File: config.mk
export PLATFORM = sky130hd
export DESIGN_NAME = kp_scan_ctrl
export DESIGN_NICKNAME = d
export VERILOG_FILES = /design/src/rtl/kp_pkg.sv /design/src/rtl/kp_sync2.sv /design/src/rtl/kp_scan_ctrl.sv
export SDC_FILE = /design/constraint.sdc
export NUM_CORES = 1
export LEC_CHECK = 0
export CAP_MARGIN = 0
export CORE_MARGIN = 5
export CORE_UTILIZATION = 61
export DETAILED_ROUTE_END_ITERATION = 8
export GPL_TIMING_DRIVEN = 0
export MAX_ROUTING_LAYER = met4
export PLACE_DENSITY = 0.89
export SLEW_MARGIN = 20
export SYNTH_ARGS = -nofsm -noshare
export SYNTH_HDL_FRONTEND = slang
export SYNTH_HIERARCHICAL = 1
export SYNTH_SLANG_ARGS = --single-unit
export TNS_END_PERCENT = 20
File: constraint.sdc
create_clock -name clk -period 4 [get_ports clk]
set_input_delay 0.8 -clock clk [delete_from_list [all_inputs] [get_ports clk]]
set_output_delay 0.8 -clock clk [all_outputs]
set_load 0.01 [all_outputs]
File: src/rtl/kp_pkg.sv
// Shared types and constants for the 4x4 keypad scan path.
// Key index is {col[1:0], row[1:0]}, so ascending index equals scan order.
package kp_pkg;

  localparam int KP_COLS = 4;
  localparam int KP_ROWS = 4;
  localparam logic [3:0] KEY_CLEAR = 4'h0;
  localparam logic [3:0] KEY_SHIFT = 4'h7;

  typedef enum logic [1:0] {
    ST_IDLE    = 2'd0,
    ST_CAND    = 2'd1,
    ST_PRESSED = 2'd2,
    ST_RELEASE = 2'd3
  } kp_state_e;

  // Lowest-numbered active-low row wins.
  function automatic logic [1:0] first_low(input logic [3:0] rows_n);
    first_low = 2'd0;
    for (int r = KP_ROWS - 1; r >= 0; r--) begin
      if (!rows_n[r]) first_low = 2'(r);
    end
  endfunction

endpackage

File: src/rtl/kp_sync2.sv
// Two-flop synchronizer for asynchronous level inputs; resets to all-ones
// so idle pulled-up lines never look like a press coming out of reset.
module kp_sync2 #(
  parameter int W = 4
) (
  input  logic         clk,
  input  logic         reset,
  input  logic [W-1:0] d_i,
  output logic [W-1:0] q_o
);

  logic [W-1:0] meta_q;
  logic [W-1:0] sync_q;

  always_ff @(posedge clk) begin
    if (reset) begin
      meta_q <= '1;
      sync_q <= '1;
    end else begin
      meta_q <= d_i;
      sync_q <= meta_q;
    end
  end

  assign q_o = sync_q;

endmodule

File: src/rtl/kp_scan_ctrl.sv
// Column-scanning keypad controller: one frame result per 4 dwells, debounced
// over whole frames; accepted presses pulse valid for one cycle with d held.
module kp_scan_ctrl
  import kp_pkg::*;
#(
  parameter int SCAN_DIV = 1000,
  parameter int DEBOUNCE = 4
) (
  input  logic       clk,
  input  logic       reset,
  input  logic [3:0] row_n,
  output logic [3:0] col_n,
  output logic [3:0] d,
  output logic       valid,
  output logic       key_down
);

  localparam int DW = (SCAN_DIV > 1) ? $clog2(SCAN_DIV) : 1;
  localparam int CW = $clog2(DEBOUNCE + 1);
  localparam logic [DW-1:0] DIV_LAST = DW'(SCAN_DIV - 1);
  localparam logic [CW-1:0] CNT_DONE = CW'(DEBOUNCE);

  logic [3:0]    row_s;
  logic [DW-1:0] div_q, div_d;
  logic [1:0]    col_q, col_d;
  logic          acc_hit_q, acc_hit_d;
  logic [3:0]    acc_key_q, acc_key_d;
  kp_state_e     state_q, state_d;
  logic [3:0]    cand_q, cand_d;
  logic [CW-1:0] cnt_q, cnt_d, cnt_inc;
  logic [3:0]    key_q, key_d;
  logic          valid_q, valid_d;
  logic          down_q, down_d;

  logic          sample, frame_end, col_hit, frame_hit;
  logic [3:0]    col_key, frame_key;

  kp_sync2 #(.W(KP_ROWS)) u_sync (
    .clk   (clk),
    .reset (reset),
    .d_i   (row_n),
    .q_o   (row_s)
  );

  always_comb begin
    sample    = (div_q == DIV_LAST);
    frame_end = sample && (col_q == 2'd3);
    col_hit   = (row_s != 4'hF);
    col_key   = {col_q, first_low(row_s)};
    // Column 3's sample is folded in combinationally so the frame result is complete at frame end.
    frame_hit = acc_hit_q | col_hit;
    frame_key = acc_hit_q ? acc_key_q : col_key;

    div_d = sample ? '0 : div_q + 1'b1;
    col_d = sample ? col_q + 2'd1 : col_q;

    acc_hit_d = acc_hit_q;
    acc_key_d = acc_key_q;
    if (frame_end) begin
      acc_hit_d = 1'b0;
      acc_key_d = 4'h0;
    end else if (sample && col_hit && !acc_hit_q) begin
      acc_hit_d = 1'b1;
      acc_key_d = col_key;
    end

    cnt_inc = cnt_q + 1'b1;
    state_d = state_q;
    cand_d  = cand_q;
    cnt_d   = cnt_q;
    key_d   = key_q;
    valid_d = 1'b0;
    down_d  = down_q;

    if (frame_end) begin
      case (state_q)
        ST_IDLE: begin
          if (frame_hit) begin
            state_d = ST_CAND;
            cand_d  = frame_key;
            cnt_d   = CW'(1);
          end
        end
        ST_CAND: begin
          if (!frame_hit) begin
            state_d = ST_IDLE;
            cnt_d   = '0;
          end else if (frame_key == cand_q) begin
            if (cnt_inc == CNT_DONE) begin
              state_d = ST_PRESSED;
              cnt_d   = '0;
              key_d   = cand_q;
              valid_d = 1'b1;
              down_d  = 1'b1;
            end else begin
              cnt_d = cnt_inc;
            end
          end else begin
            cand_d = frame_key;
            cnt_d  = CW'(1);
          end
        end
        ST_PRESSED: begin
          if (!frame_hit) begin
            state_d = ST_RELEASE;
            cnt_d   = CW'(1);
          end
        end
        ST_RELEASE: begin
          if (frame_hit) begin
            state_d = ST_PRESSED;
            cnt_d   = '0;
          end else if (cnt_inc == CNT_DONE) begin
            state_d = ST_IDLE;
            cnt_d   = '0;
            down_d  = 1'b0;
          end else begin
            cnt_d = cnt_inc;
          end
        end
      endcase
    end
  end

  always_ff @(posedge clk) begin
    if (reset) begin
      div_q     <= '0;
      col_q     <= 2'd0;
      acc_hit_q <= 1'b0;
      acc_key_q <= 4'h0;
      state_q   <= ST_IDLE;
      cand_q    <= 4'h0;
      cnt_q     <= '0;
      key_q     <= 4'h0;
      valid_q   <= 1'b0;
      down_q    <= 1'b0;
    end else begin
      div_q     <= div_d;
      col_q     <= col_d;
      acc_hit_q <= acc_hit_d;
      acc_key_q <= acc_key_d;
      state_q   <= state_d;
      cand_q    <= cand_d;
      cnt_q     <= cnt_d;
      key_q     <= key_d;
      valid_q   <= valid_d;
      down_q    <= down_d;
    end
  end

  assign col_n    = ~(4'b0001 << col_q);
  assign d        = key_q;
  assign valid    = valid_q;
  assign key_down = down_q;

endmodule

==> impl_metrics.toml, run 1 <==
[timing]
finalSetupTns_ps = 0
finalSetupViolCount = 0
slew_headroom_pct = 47.2
report.final.slew_viol_count = 0
post-route-period-util_pct = 61.6
rsz0062_at_grt = "no"
fin_crit_ps = 2460
tightestPinTransition_ps = 786
max_freq_mhz = 406
hold_ws_ps = 403
hold_viol_final = 0
skew_ps = 9.26

[drt]
drt_pass1_iterations = 4
drtIter0Drc = 76
wirelength_um = 3390
postRouteAntennaNets = 0
vias = 1506
drc = 0
via_per_inst = 5.79
wl_per_cell_um = 13.0

[logic_synthesis]
ys_types = 45
netlist_area_sq_mm = 0.00187
syn_inst = 205
ys_ff_latch = 40
synth_nets = 218
synth-async-reset-ratio_pct = 0
avgSynthCellArea_sq_um = 9.11
synth_ff_type = "dfxtp_1"
ys_warn_count = 6
synth_edf_count = 0
ys_seq_area_share_pct = 42.9

[final_layout]
most-common-layout-cells = "dfxtp_1, nor2_1, clkdlybuf4s50_1, a21oi_1, nand2_1"
syn_to_final_growth_pct = 13.1
antenna_cells = 0
nNetsFinal = 240
fill_cells = 242
final_cells = 260
fin_util_pct = 70.3
final_common_cell = "dfxtp_1"
drive_gt1_share_pct = 8.81

[hold_path]
min_to = "u_sync/q_o[3]"
min_delay_path_depth = 1
hold_path_class = "flip-flop to flip-flop"
hp-start = "u_sync/meta_q[3]"

[floorplan]
die_w_um = 65.3
core_area_sq_mm = 0.00300
rows = 20
die_h_um = 65.3
dieArea_sq_mm = 0.00427
ios = 16
initial_core_util_pct = 62.2

[clock_network]
cts_tree = "yes"
cts_resized = 0
clockBufferDepth = 2
clk_pin_slew_ps = 110
htreeDepth = 2
clock-sinks = 40
cts_hold_buf = 0
clkLatencyLatePin_ps = 340
root_buffer = "clkbuf_4"
cts_setup_buffers = 0
numCtsBuffers = 5

[worst_setup_path]
crit_type = "flip-flop to primary output"
r2r-end = "d[0]"
start_kind = "flip-flop"
rrSetupSlack_ps = 1640
reg2reg_from = "div_q[0]"
crit_fanout = 5
reg2reg_depth = 8
cp.arrival_ps = 1660
required_ps = 3200
cp-end-kind = "primary output"

[place]
portBuffers = 15
gp_congestion = 0.909
hpwl_um = 2550
dp.cells = 253

[global_routing]
grtUsageTotal_pct = 19.6
grt.overflow.total = 0
antenna_found_initial = 0
grt_max_degree = 15
grt_pass1_vias = 1452
grt_pass1_wl_um = 6310

[pwr]
peakVddDrop_uv = 319
power.density_mw_per_mm2 = 301
power_leakage_nw = 0.842

[run]
max_cap_violations = 0

[outcome]
status = "complete, no violations"
## synthesized netlist by cell type, types with 2 or more instances
cell / n / share of area (%)
dfxtp_1: 40 / 43
nor2_1: 22 / 4.4
a21oi_1: 14 / 3.8
nand2_1: 12 / 2.4
inv_1: 10 / 2.0
xnor2_1: 9 / 4.2
mux2i_1: 8 / 4.3
nor3_1: 8 / 2.1
or2_1: 8 / 2.7
ha_1: 7 / 4.7
and3_1: 5 / 1.7
nand3_1: 5 / 1.3
o21ai_0: 5 / 1.3
clkbuf_1: 4 / 0.80
nor4_1: 4 / 1.3
a211oi_1: 3 / 1.2
or3_1: 3 / 1.0
xor2_1: 3 / 1.4
a2111oi_0: 2 / 0.94
a31oi_1: 2 / 0.67
and2_1: 2 / 0.67
nand2b_1: 2 / 0.67
nand4_1: 2 / 0.67
nand4_2: 2 / 1.3
nor2b_1: 2 / 0.67
or4_4: 2 / 1.2
## critical path: stages, from the launching register on
cell	delay, ps
dfxtp_1	430
inv_1	110
ha_1	210
inv_1	50
clkdlybuf4s50_1	520
## how the worst max path moves through the flow
| stage | end | depth (start not counted) | from | slack, ps |
|---|---|---|---|---|
| global placement | state_q[0] | 5 | div_q[0] | 1630 |
| floorplan | key_down | 8 | div_q[0] | 1810 |
| global route | col_n[0] | 4 | col_q[0] | 1410 |
| finish | col_n[0] | 4 | col_q[0] | 1540 |
| CTS | col_n[0] | 4 | col_q[0] | 1520 |
| detailed placement | d[0] | 8 | div_q[0] | 1630 |
## state kept, by name, summed over array words and instances, names as in the netlist, named ones only
| signal | flops |
|---|---|
| d | 4 |
| cnt_q | 3 |
| u_sync/q_o | 4 |
| valid | 1 |
| div_q | 10 |
| acc_hit_q | 1 |
| state_q | 1 |
| key_down | 1 |
| col_q | 2 |
| acc_key_q | 4 |
| cand_q | 4 |
| u_sync/meta_q | 4 |
## power breakdown
part / internal [W] / switching [W] / leakage, nW
Combinational: 0.0000163 / 0.0000239 / 0.489
Sequential: 0.000404 / 0.00000514 / 0.325
Clock: 0.0000648 / 0.000122 / 0.0281
## kinds of logic (layout without fill, tap and decap cells)
kind of cell    after synthesis  in the layout  synth area share, %
compound gates               32             32                 10.8
mux                           8              8                 4.29
fa+ha+maj                     7              7                 4.69
xor+xnor                     12             12                 5.63
buf+inv                      17             39                 4.09
flops                        40             40                 42.9
simple gates                 89             89                 27.7
## metal layers
| metal | vias up | wire length [um] | global-route usage [%] |
|---|---|---|---|
| met5 | - | 0 | - |
| met4 | 0 | 68 | 8.29 |
| met3 | 8 | 178 | 6.15 |
| met2 | 36 | 1650 | 31.6 |
| met1 | 695 | 1490 | 22.5 |
| li1 | 767 | - | - |
## through the flow
step | total power [W] | setup WS [ps] | cell area [sq um]
4_1_cts | 0.000642 | 1520 | 2110
3_3_place_gp | 0.000457 | 1630 | 2060
5_1_grt | 0.000666 | 1410 | 2110
6_report | 0.000637 | 1540 | 2110
2_1_floorplan | 0.000444 | 1810 | 1870
3_5_place_dp | 0.000459 | 1630 | 2070
## area by class of cell
class | count | area, sq um | area share, %
Clock buffer | 6 | 41.3 | 1.95
Inverter | 10 | 37.5 | 1.78
Multi-Input combinational cell | 148 | 997 | 47.2
Buffer | 7 | 38.8 | 1.84
Tap cell | 33 | 41.3 | 1.95
Sequential cell | 40 | 801 | 37.9
Clock inverter | 1 | 5.00 | 0.237
Timing Repair Buffer | 15 | 150 | 7.11
No activity file was read; power rests on OpenSTA's default activity.
==> inputs of run 2 (changes only) <==
--- a/config.mk
+++ b/config.mk
@@ -7,11 +7,11 @@
 export LEC_CHECK = 0
 export CAP_MARGIN = 0
 export CORE_MARGIN = 5
-export CORE_UTILIZATION = 61
+export CORE_UTILIZATION = 56
 export DETAILED_ROUTE_END_ITERATION = 8
 export GPL_TIMING_DRIVEN = 0
 export MAX_ROUTING_LAYER = met4
-export PLACE_DENSITY = 0.89
+export PLACE_DENSITY = 0.84
 export SLEW_MARGIN = 20
 export SYNTH_ARGS = -nofsm -noshare
 export SYNTH_HDL_FRONTEND = slang
==> constraint.sdc (replaced) <==
create_clock -name clk -period 2.3 [get_ports clk]
set_input_delay 0.46 -clock clk [delete_from_list [all_inputs] [get_ports clk]]
set_output_delay 0.46 -clock clk [all_outputs]
set_load 0.01 [all_outputs]
==> impl_metrics.toml, run 2 (synthesis gave the netlist of run 1 again) <==
[pwr]
switching_share_pct = 23.1
power.density_mw_per_mm2 = 565
intPower_w = 0.000961
p_sw_w = 0.000289
power.total_w = 0.00125
peakVddDrop_uv = 491
p_seq_share_pct = 57.1
combPwrFrac_pct = 5.9
clkPwrFrac_pct = 36.9
power_leakage_nw = 0.855

[worst_setup_path]
crit_fanout = 9
max_stage_delay_ps = 520
critPathTopFamily = "simple AND/OR/NAND/NOR gates"
start_kind = "flip-flop"
crit_top_cell = "or4_4"
crit_buf_inv = 1
cp-end-kind = "flip-flop"
cp.arrival_ps = 2460
required_ps = 2570
crit_type = "flip-flop to flip-flop"
path_cells = "ha_4 > nand4b_4 > or4_4 > buf_6 > or4_4 > o21ai_2 > a21oi_1 > o21a_1"
critical_path.slowest_cell = "or4_4"

[place]
portBuffers = 15
hpwl_um = 2490
gp_congestion = 0.846

[floorplan]
ios = 16
rows = 21
die_w_um = 67.8
initial_core_util_pct = 56.9
core_area_sq_mm = 0.00328
die_h_um = 67.8
dieArea_sq_mm = 0.00459

[hold_path]
hold_path_class = "flip-flop to flip-flop"

[timing]
tightestPinTransition_ps = 844
skew_ps = 18.3
slew_headroom_pct = 43.3
finalSetupViolCount = 0
fin_crit_ps = 2190
max_freq_mhz = 457
finalSetupTns_ps = 0
rsz0062_at_grt = "no"
report.final.slew_viol_count = 0
hold_viol_final = 0
post-route-period-util_pct = 95.1

[clock_network]
numCtsBuffers = 5
clock-sinks = 40
htreeDepth = 2
clockBufferDepth = 2
cts_hold_buf = 0
clkLatencyLatePin_ps = 350
cts_tree = "yes"
clk_pin_slew_ps = 130
root_buffer = "clkbuf_4"

[drt]
drtIter0Drc = 111
vias = 1454
via_per_inst = 5.31
wirelength_um = 3480
drt_pass1_iterations = 4
postRouteAntennaNets = 0
drc = 0
wl_per_cell_um = 12.7

[run]
max_cap_violations = 0

[global_routing]
grt_pass1_vias = 1351
grt_max_degree = 15
grtUsageTotal_pct = 18.2
grt.busiest_layer = "met2"
grt_use_met3_pct = 5.49
grt.overflow.total = 0
grt_pass1_wl_um = 6100
met2_usage_pct = 29.5
antenna_found_initial = 0
grt_use_met1_pct = 21.9

[final_layout]
antenna_cells = 0
syn_to_final_growth_pct = 18.5
largest_register_ffs = 10
seq_area_sq_um = 808
fill_cells = 269
top_register = "div_q"
nNetsFinal = 240
multi_input_area_sq_mm = 0.00104
final_common_cell = "dfxtp_1"
most-common-layout-cells = "dfxtp_1, nor2_1, clkdlybuf4s50_1, a21oi_1, nand2_1"
drive_gt1_share_pct = 13.2

[outcome]
status = "complete, no violations"
run 2: per-layer routing:
layer,vias up,part of all wire [%]
li1,768,-
met1,660,47
met2,21,48
met3,5,4.2
met4,0,1.2
met5,-,0
run 2: path summary, 6_finish.rpt:
kind,slack (ps),endpoint,cells after the start,start
worst max-delay path,110,key_down,8,div_q[0]
worst min-delay path,420,u_sync/q_o[1],1,u_sync/meta_q[1]
worst max register to register,110,key_down,8,div_q[0]
worst min register to register,420,u_sync/q_o[1],1,u_sync/meta_q[1]
run 2: stage by stage:
stage / utilization [%] / setup WS, ps / instances / area, sq um / hold slack (ps)
5_1_grt: 67.4 / 9.27 / 274 / 2210 / 431
3_3_place_gp: 63.2 / -144 / 266 / 2080 / 386
6_report: 67.4 / 112 / 274 / 2210 / 418
4_1_cts: 66.3 / 23.3 / 274 / 2180 / 417
3_5_place_dp: 63.4 / -65.1 / 266 / 2080 / 388
2_1_floorplan: - / 109 / 205 / 1870 / 383
run 2: power by group through the flow:
stage          combinational, W  clock (W)  sequential, W
2_1_floorplan         0.0000466          0       0.000726
3_3_place_gp          0.0000683          0       0.000727
4_1_cts               0.0000709   0.000471       0.000715
5_1_grt               0.0000834   0.000505       0.000717
6_report              0.0000742   0.000462       0.000714
3_5_place_dp          0.0000690          0       0.000728
run 2: area by class of cell:
class | instances | area share [%]
plain buffers | 7 | 1.75
multi-input cells | 148 | 47.0
well taps | 46 | 2.60
clock buffers | 5 | 1.70
repair buffers | 15 | 6.78
inverters | 10 | 1.70
flip-flops and latches | 40 | 36.5
clock inverters | 3 | 1.92
run 2: timing repair:
item                                    in CTS  in global routing
pin swaps                                    1                  1
endpoints found under the hold margin        0                  0
endpoints found under the setup margin       5                  6
buffers inserted                             0                  0
gates resized for setup                      4                  8
==> inputs of run 3 (changes only) <==
--- a/config.mk
+++ b/config.mk
@@ -12,7 +12,8 @@
 export GPL_TIMING_DRIVEN = 0
 export MAX_ROUTING_LAYER = met4
 export PLACE_DENSITY = 0.84
-export SLEW_MARGIN = 20
+export SKIP_CTS_REPAIR_TIMING = 1
+export SLEW_MARGIN = 25
 export SYNTH_ARGS = -nofsm -noshare
 export SYNTH_HDL_FRONTEND = slang
 export SYNTH_HIERARCHICAL = 1
==> impl_metrics.toml, run 3 (synthesis gave the netlist of run 1 again) <==
[outcome]
status = "complete, no violations"

[place]
pre_cts_slack_ps = -65.1
dp.cells = 266
portBuffers = 15
hpwl_um = 2490
gp_congestion = 0.846

[drt]
wl_per_cell_um = 12.6
wirelength_um = 3460
postRouteAntennaNets = 0
via_per_inst = 5.31
drc = 0
drtIter0Drc = 74
vias = 1455
drt_pass1_iterations = 4

[final_layout]
seq_area_sq_um = 808
drive_gt1_share_pct = 12.3
fill_cells = 272
multi_input_area_sq_mm = 0.00102
top_register = "div_q"
final_common_cell = "dfxtp_1"
fin_util_pct = 66.8
largest_register_ffs = 10
final_cells = 274
antenna_cells = 0
most-common-layout-cells = "dfxtp_1, nor2_1, clkdlybuf4s50_1, a21oi_1, nand2_1"
syn_to_final_growth_pct = 17.4
nNetsFinal = 240

[worst_setup_path]
path_cells = "ha_4 > nand4b_4 > or4_4 > buf_6 > nor4_4 > nand4_2 > mux2i_1 > nor2_1"
start_kind = "flip-flop"
critPathTopFamily = "simple AND/OR/NAND/NOR gates"
crit_buf_inv = 1
max_stage_delay_ps = 500
critical_path.slowest_cell = "or4_4"
cp-end-kind = "flip-flop"
crit_type = "flip-flop to flip-flop"
cp.arrival_ps = 2420
crit_fanout = 9
required_ps = 2530

[pwr]
peakVddDrop_uv = 492
power.density_mw_per_mm2 = 568
power_leakage_nw = 0.851

[timing]
hold_viol_final = 0
tightestPinTransition_ps = 829
finalSetupViolCount = 0
fin_crit_ps = 2200
rsz0062_at_grt = "yes"
report.final.slew_viol_count = 0
worst_slack_ps = 105
max_freq_mhz = 456
skew_ps = 20.4
slew_headroom_pct = 44.2
post-route-period-util_pct = 95.5

[global_routing]
antenna_found_initial = 0
grtUsageTotal_pct = 17.9
grt_max_degree = 15
grt.overflow.total = 0
grt_pass1_vias = 1347
grt_pass1_wl_um = 6020

[floorplan]
die_w_um = 67.8
die_h_um = 67.8
dieArea_sq_mm = 0.00459
core_area_sq_mm = 0.00328
ios = 16
initial_core_util_pct = 56.9
rows = 21

[clock_network]
clkLatencyLatePin_ps = 350
numCtsBuffers = 5
clockBufferDepth = 2
htreeDepth = 2
clk_pin_slew_ps = 120
root_buffer = "clkbuf_4"
clock-sinks = 40
cts_tree = "yes"

[hold_path]
hold_path_class = "flip-flop to flip-flop"

[run]
max_cap_violations = 0
-- run 3: changes by cell type in the layout (fill, tap and decap cells not counted) --
| cell | before | now |
|---|---|---|
| mux2i_1 | 7 | 8 |
| mux2i_2 | 1 | 0 |
| nand4_2 | 1 | 2 |
| nand4_4 | 1 | 0 |
| xnor2_1 | 8 | 9 |
| xnor2_2 | 1 | 0 |
-- run 3: path summary, 6_finish.rpt --
| kind | from | to | slack [ps] | cells past startpoint |
|---|---|---|---|---|
| setup / recovery | div_q[0] | d[0] | 100 | 8 |
| hold / removal | u_sync/meta_q[1] | u_sync/q_o[1] | 420 | 1 |
| setup reg to reg | div_q[0] | d[0] | 100 | 8 |
| hold reg to reg | u_sync/meta_q[1] | u_sync/q_o[1] | 420 | 1 |
-- run 3: worst register-to-register path, stage by stage, from the launching register on --
cell	delay, ps
dfxtp_4	390
ha_4	160
nand4b_4	140
or4_4	500
buf_6	150
nor4_4	260
nand4_2	220
mux2i_1	210
nor2_1	50
-- run 3: report_power, final --
group          switching [W]   total, W  internal [W]
clock               0.000233   0.000460      0.000227
sequential         0.0000106   0.000714      0.000704
combinational      0.0000418  0.0000721     0.0000303
total               0.000285    0.00125      0.000961
-- run 3: metrics by stage --
step	TNS, ps	cell area (sq um)	power, W	hold slack [ps]
CTS	-366	2160	0.00125	417
floorplan	0	1870	0.000773	383
global route	-98.9	2190	0.00130	431
detailed placement	-267	2080	0.000797	388
global placement	-307	2080	0.000796	386
finish	0	2190	0.00125	416
-- run 3: cell type report --
cell class	instances	share of cell area, %
clock buffers	5	1.71
well taps	46	2.62
inverters	10	1.71
plain buffers	7	1.77
repair buffers	15	6.85
multi-input cells	148	46.5
flip-flops and latches	40	36.9
clock inverters	3	1.94
-- run 3: layer usage --
metal,GRT usage (%),share of wire (%)
met4,5.32,1.2
met3,4.99,4.5
met2,28.7,47
met5,-,0
met1,21.9,47
